[config.mk]
export PLATFORM = sky130hd
export DESIGN_NAME = if_id_pipe_stage
export DESIGN_NICKNAME = d
export VERILOG_FILES = /design/src/rtl/if_id_pkg.sv /design/src/rtl/sat_counter.sv /design/src/rtl/if_id_pipe_stage.sv
export SDC_FILE = /design/constraint.sdc
export NUM_CORES = 1
export LEC_CHECK = 0
export CAP_MARGIN = 30
export CELL_PAD_IN_SITES_DETAIL_PLACEMENT = 0
export CELL_PAD_IN_SITES_GLOBAL_PLACEMENT = 1
export CORE_ASPECT_RATIO = 0.6
export CORE_MARGIN = 5
export CORE_UTILIZATION = 39
export CTS_CLUSTER_DIAMETER = 120
export CTS_CLUSTER_SIZE = 12
export DETAILED_ROUTE_END_ITERATION = 16
export PLACE_DENSITY = 0.76
export SYNTH_ARGS = -nofsm -noshare
export SYNTH_HDL_FRONTEND = slang
export SYNTH_HIERARCHICAL = 1
export SYNTH_SLANG_ARGS = --single-unit
[constraint.sdc]
create_clock -name clk -period 2.1 [get_ports clk]
set_clock_uncertainty 0.1 [all_clocks]
set_input_delay 0.42 -clock clk [delete_from_list [all_inputs] [get_ports clk]]
set_output_delay 0.42 -clock clk [all_outputs]
set_load 0.05 [all_outputs]
[src/rtl/if_id_pkg.sv]
// Shared types and constants for the IF/ID pipeline register slice.
package if_id_pkg;

  localparam int unsigned RV_NOP_W = 32;
  localparam logic [RV_NOP_W-1:0] RV_NOP = 32'h0000_0013;

  typedef enum logic [1:0] {
    EMPTY = 2'd0,
    ONE   = 2'd1,
    TWO   = 2'd2
  } if_id_state_e;

endpackage

[src/rtl/sat_counter.sv]
// Saturating up-counter with synchronous active-low clear.
module sat_counter #(
  parameter int unsigned CNT_W = 16
) (
  input  logic             clk,
  input  logic             rst,
  input  logic             inc,
  output logic [CNT_W-1:0] count
);

  localparam logic [CNT_W-1:0] CNT_MAX = {CNT_W{1'b1}};

  always_ff @(posedge clk) begin
    if (!rst) begin
      count <= '0;
    end else if (inc && (count != CNT_MAX)) begin
      count <= count + CNT_W'(1);
    end
  end

endmodule

[src/rtl/if_id_pipe_stage.sv]
// IF/ID pipeline register: main + skid buffer so every output is a flop,
// with flush-to-bubble and a back-pressure cycle counter.
module if_id_pipe_stage
  import if_id_pkg::*;
#(
  parameter int unsigned       PC_W         = 32,
  parameter int unsigned       INSTR_W      = 32,
  parameter logic [INSTR_W-1:0] BUBBLE_INSTR = INSTR_W'(RV_NOP),
  parameter int unsigned       CNT_W        = 16
) (
  input  logic               clk,
  input  logic               rst,
  input  logic               flush,
  input  logic               in_valid,
  output logic               in_ready,
  input  logic [PC_W-1:0]    in_pc,
  input  logic [INSTR_W-1:0] in_instr,
  output logic               out_valid,
  input  logic               out_ready,
  output logic [PC_W-1:0]    out_pc,
  output logic [INSTR_W-1:0] out_instr,
  output logic [CNT_W-1:0]   stall_cnt
);

  if_id_state_e       r_state;
  if_id_state_e       w_state_nxt;
  logic               r_in_ready;
  logic               r_out_valid;
  logic [PC_W-1:0]    r_main_pc;
  logic [INSTR_W-1:0] r_main_instr;
  logic [PC_W-1:0]    r_skid_pc;
  logic [INSTR_W-1:0] r_skid_instr;
  logic [PC_W-1:0]    w_main_pc_nxt;
  logic [INSTR_W-1:0] w_main_instr_nxt;
  logic [PC_W-1:0]    w_skid_pc_nxt;
  logic [INSTR_W-1:0] w_skid_instr_nxt;
  logic               w_in_fire;
  logic               w_out_fire;
  logic               w_stall_inc;

  assign w_in_fire   = in_valid & r_in_ready;
  assign w_out_fire  = r_out_valid & out_ready;
  assign w_stall_inc = r_out_valid & ~out_ready;

  // Next-state and datapath selection; flush overrides every handshake.
  always_comb begin
    w_state_nxt      = r_state;
    w_main_pc_nxt    = r_main_pc;
    w_main_instr_nxt = r_main_instr;
    w_skid_pc_nxt    = r_skid_pc;
    w_skid_instr_nxt = r_skid_instr;
    if (flush) begin
      w_state_nxt      = EMPTY;
      w_main_pc_nxt    = '0;
      w_main_instr_nxt = BUBBLE_INSTR;
      w_skid_pc_nxt    = '0;
      w_skid_instr_nxt = '0;
    end else begin
      case (r_state)
        EMPTY: begin
          if (w_in_fire) begin
            w_state_nxt      = ONE;
            w_main_pc_nxt    = in_pc;
            w_main_instr_nxt = in_instr;
          end
        end
        ONE: begin
          if (w_in_fire && w_out_fire) begin
            w_main_pc_nxt    = in_pc;
            w_main_instr_nxt = in_instr;
          end else if (w_in_fire) begin
            w_state_nxt      = TWO;
            w_skid_pc_nxt    = in_pc;
            w_skid_instr_nxt = in_instr;
          end else if (w_out_fire) begin
            w_state_nxt = EMPTY;
          end
        end
        TWO: begin
          if (w_out_fire) begin
            w_state_nxt      = ONE;
            w_main_pc_nxt    = r_skid_pc;
            w_main_instr_nxt = r_skid_instr;
          end
        end
        default: begin
          w_state_nxt = EMPTY;
        end
      endcase
    end
  end

  // Handshake flags are registered from the next state to keep outputs flop-driven.
  always_ff @(posedge clk) begin
    if (!rst) begin
      r_state      <= EMPTY;
      r_in_ready   <= 1'b1;
      r_out_valid  <= 1'b0;
      r_main_pc    <= '0;
      r_main_instr <= BUBBLE_INSTR;
      r_skid_pc    <= '0;
      r_skid_instr <= '0;
    end else begin
      r_state      <= w_state_nxt;
      r_in_ready   <= (w_state_nxt != TWO);
      r_out_valid  <= (w_state_nxt != EMPTY);
      r_main_pc    <= w_main_pc_nxt;
      r_main_instr <= w_main_instr_nxt;
      r_skid_pc    <= w_skid_pc_nxt;
      r_skid_instr <= w_skid_instr_nxt;
    end
  end

  sat_counter #(
    .CNT_W (CNT_W)
  ) u_stall_cnt (
    .clk   (clk),
    .rst   (rst),
    .inc   (w_stall_inc),
    .count (stall_cnt)
  );

  assign in_ready  = r_in_ready;
  assign out_valid = r_out_valid;
  assign out_pc    = r_main_pc;
  assign out_instr = r_main_instr;

endmodule

==> summary.txt <==
Synth
  • Mux share of post-synthesis cell area: 9.62%
  • Post-Syn Instances: 718
  • Async S/R FF share, synth: 0%
  • Number of synthesized register bits: 148
  • Most frequent cells after synthesis: 148 x dfxtp_1, 76 x a21oi_1, 71 x nand3_1
  • Top FF cell, synth: dfxtp_1
  • Post-synth top area share: 42.5%
  • Ys Warns: 6
  • Largest family of logic cells by synthesized area: compound AO/OA/AOI/OAI gates
  • Top cells by area, synth: dfxtp_1 42%, a211oi_2 11%, mux2i_1 9.6%, a211oi_1 7.1%, a21oi_1 5.5%
  • EDFF count, synth: 0
  • Compound-gate portion of the synthesized area: 30.3%
  • Unique masters post-synth: 45
  • Seq/Total Area, Yosys: 42.5%
  • Synthesized net count: 788
  • Synth Area in XOR/XNOR: 0.251%
  • Cell type with the highest aggregate area in the netlist: dfxtp_1
  • Adder and majority gate portion of the synthesized area: 0.179%
  • Post-Synth Simple-Gate Area: 10.2%
  • Netlist Area Pre-Place: 0.00697 mm²
  • Post-synthesis average cell area: 9.71 µm²
  • Most frequent cell after synthesis: dfxtp_1

Drt
  • DR pass1 iterations: 5
  • Drt drc: 0
  • Routed len/inst: 19.2 µm
  • Antenna-violating nets left: 0
  • Final wirelength: 21000 µm
  • Post-detailed-route via-to-cell ratio: 5.74
  • Iteration-0 DRC Markers: 428
  • Vias: 6281

Power and ir drop
  • Sw Share: 27.6%
  • Sequential power share: 40.4%
  • Clock share of power: 44.5%
  • Leakage: 3.84 nW
  • P_int: 5.26 mW
  • Pwr dens: 772 mW/mm²
  • P_sw: 2.00 mW
  • Comb pwr share: 15.2%
  • Peak VDD IR: 0.482 mV

Critical path
  • CP Capture Type: flip-flop
  • Arrival @ worst endpoint: 2190 ps
  • Critical Path Source: out_ready
  • Worst reg2reg endpoint: u_stall_cnt/count[1]$_SDFFE_PN0P_
  • Reg2reg setup slack: 160 ps
  • Reg-to-Reg Start: u_stall_cnt/count[0]$_SDFFE_PN0P_
  • Worst EP required: 2350 ps
  • Critical path type: in -> reg
  • Crit path max fanout: 9
  • Crit start category: input port
  • Reg2Reg Depth: 6

Placement
  • GPL Wtd Cong: 0.866
  • Port Buf Inserts: 150
  • Pre-CTS setup slack: -215 ps
  • Area after DPL: 0.00884 mm²
  • DP Wirelength: 14100 µm
  • Cell total after placement: 1063

Global routing
  • Largest net degree at the start of global routing: 56
  • First-pass GRT wire length: 33200 µm
  • Vias in the first global route: 6186
  • Initial antenna violation count: 0
  • All-Layer GR Usage: 19.7%
  • Remaining global-route overflow: 0

Hold path
  • Min-delay src: r_skid_pc[14]$_SDFFE_PP0P_
  • Min-Delay Path Class: reg -> reg
  • Hold Path Cell Cnt: 2
  • End of the worst hold path: r_skid_pc[14]$_SDFFE_PP0P_

STA
  • Final hold vios: 0
  • Final setup violation count: 0
  • Fin crit share: 92.5%
  • Slew margin rel.: 43.8%
  • RSZ-0062 raised after global routing: no
  • Fin crit period: 1940 ps
  • Final setup margin: 158 ps
  • Setup_tns: 0 ps
  • Max Slew Vio Count: 0
  • Least-Margin Pin Slew: 832 ps
  • Top achievable clock speed: 0.515 GHz

Cells and area
  • Final cell count without fillers: 1095
  • Post-route cell area: 0.00941 mm²
  • Nets: 918
  • Inserted Diodes: 0
  • Ratio of cells with drive above 1 in the final layout: 19.0%
  • Synth-to-layout area growth: 35.0%

Flow run
  • Max_cap viols: 0

Status
  • Status: finished, final reports clean

Clocking
  • Cts hold-fix bufs: 0
  • Sink Count: 148
  • H-tree depth: 4
  • CTS max path bufs: 2
  • Clock tree root driver cell: clkbuf_16
  • Clk pin slew, worst setup/hold paths: 60 ps
  • TritonCTS clock tree: built
  • Clk_lat worst skew: 420 ps
  • TritonCTS buffer count: 17

Floorplanning
  • Core ar.: 0.0174 mm²
  • Die W: 183 µm
  • FP Rows: 37
  • Die ar.: 0.0207 mm²
  • Io pins: 151
  • Die Height: 114 µm
  • Starting Density: 40.2%
[flip-flops by register name (all words and copies together), names as in the netlist]
name	flops
r_skid_instr	32
r_skid_pc	32
in_ready	1
u_stall_cnt/count	16
out_valid	1
r_state	2
out_instr	32
out_pc	32
[worst max-delay path by stage]
| stage | to | slack [ps] |
|---|---|---|
| floorplan | u_stall_cnt/count[9]$_SDFFE_PN0P_ | 10 |
| global placement | u_stall_cnt/count[11]$_SDFFE_PN0P_ | -160 |
| detailed placement | u_stall_cnt/count[11]$_SDFFE_PN0P_ | -210 |
| CTS | out_pc[10] | 0.5 |
| global route | u_stall_cnt/count[15]$_SDFFE_PN0P_ | 90 |
| finish | u_stall_cnt/count[11]$_SDFFE_PN0P_ | 160 |
[cell families (layout without fill, tap and decap cells)]
kind of cell | count (synthesis) | in the layout
DFF | 148 | 148
muxes | 67 | 67
AOI/OAI and AO/OA | 288 | 288
buffers and inverters | 86 | 229
and+or+nand+nor | 126 | 126
adders and majority gates | 1 | 1
xor gates and xnor gates | 2 | 2
[cell usage in the layout, fill, tap and decap left out, drive strengths merged, types with 8 or more instances in the layout]
cell type / instances
nor2: 8
o21ai: 68
dlygate4sd2: 62
a211oi: 126
a21oi: 77
clkbuf: 19
mux2i: 67
buf: 61
dfxtp: 148
nand3: 71
clkdlybuf4s50: 68
nand2: 11
[layer usage]
layer / wire (µm) / track usage (%) / up-vias
li1: - / - / 2999
met3: 1210 / 4.72 / 18
met2: 9340 / 30.2 / 185
met4: 225 / 5.40 / 0
met1: 10200 / 27.8 / 3079
met5: 0 / 0 / -
[critical path, stage by stage]
cell and delay [ps]:
clkdlybuf4s50_1 450, nor2b_1 270, nand2_1 320, nor4bb_1 400, buf_4 170, mux2i_1 160
[cell type report]
type | instances | area [µm²]
Clock buffer | 19 | 453
Clock inverter | 13 | 175
Timing Repair Buffer | 193 | 1930
Inverter | 4 | 15.0
Multi-Input combinational cell | 484 | 3580
Sequential cell | 148 | 2960
Fill cell | 1541 | 7950
Tap cell | 234 | 293
[power groups by stage]
| stage | combinational [mW] | clock, mW | sequential [mW] |
|---|---|---|---|
| finish | 1.10 | 3.23 | 2.93 |
| global route | 1.16 | 3.43 | 2.94 |
| CTS | 1.10 | 3.29 | 2.93 |
| detailed placement | 1.13 | 0 | 2.99 |
| global placement | 1.12 | 0 | 2.99 |
| floorplan | 0.479 | 0 | 3.19 |
[stage by stage]
stage	power (mW)	util, %	hold slack (ps)
6_report	7.26	54.2	373
5_1_grt	7.53	54.2	394
4_1_cts	7.33	54.1	372
3_3_place_gp	4.11	50.9	357
3_5_place_dp	4.13	50.9	363
2_1_floorplan	3.67	-	349
[what timing repair did]
item	in CTS	in global routing
setup buffers	0	0
resized for setup	62	3
setup endpoints to repair	62	7
Note: power is estimated with default switching activity, not from simulation.
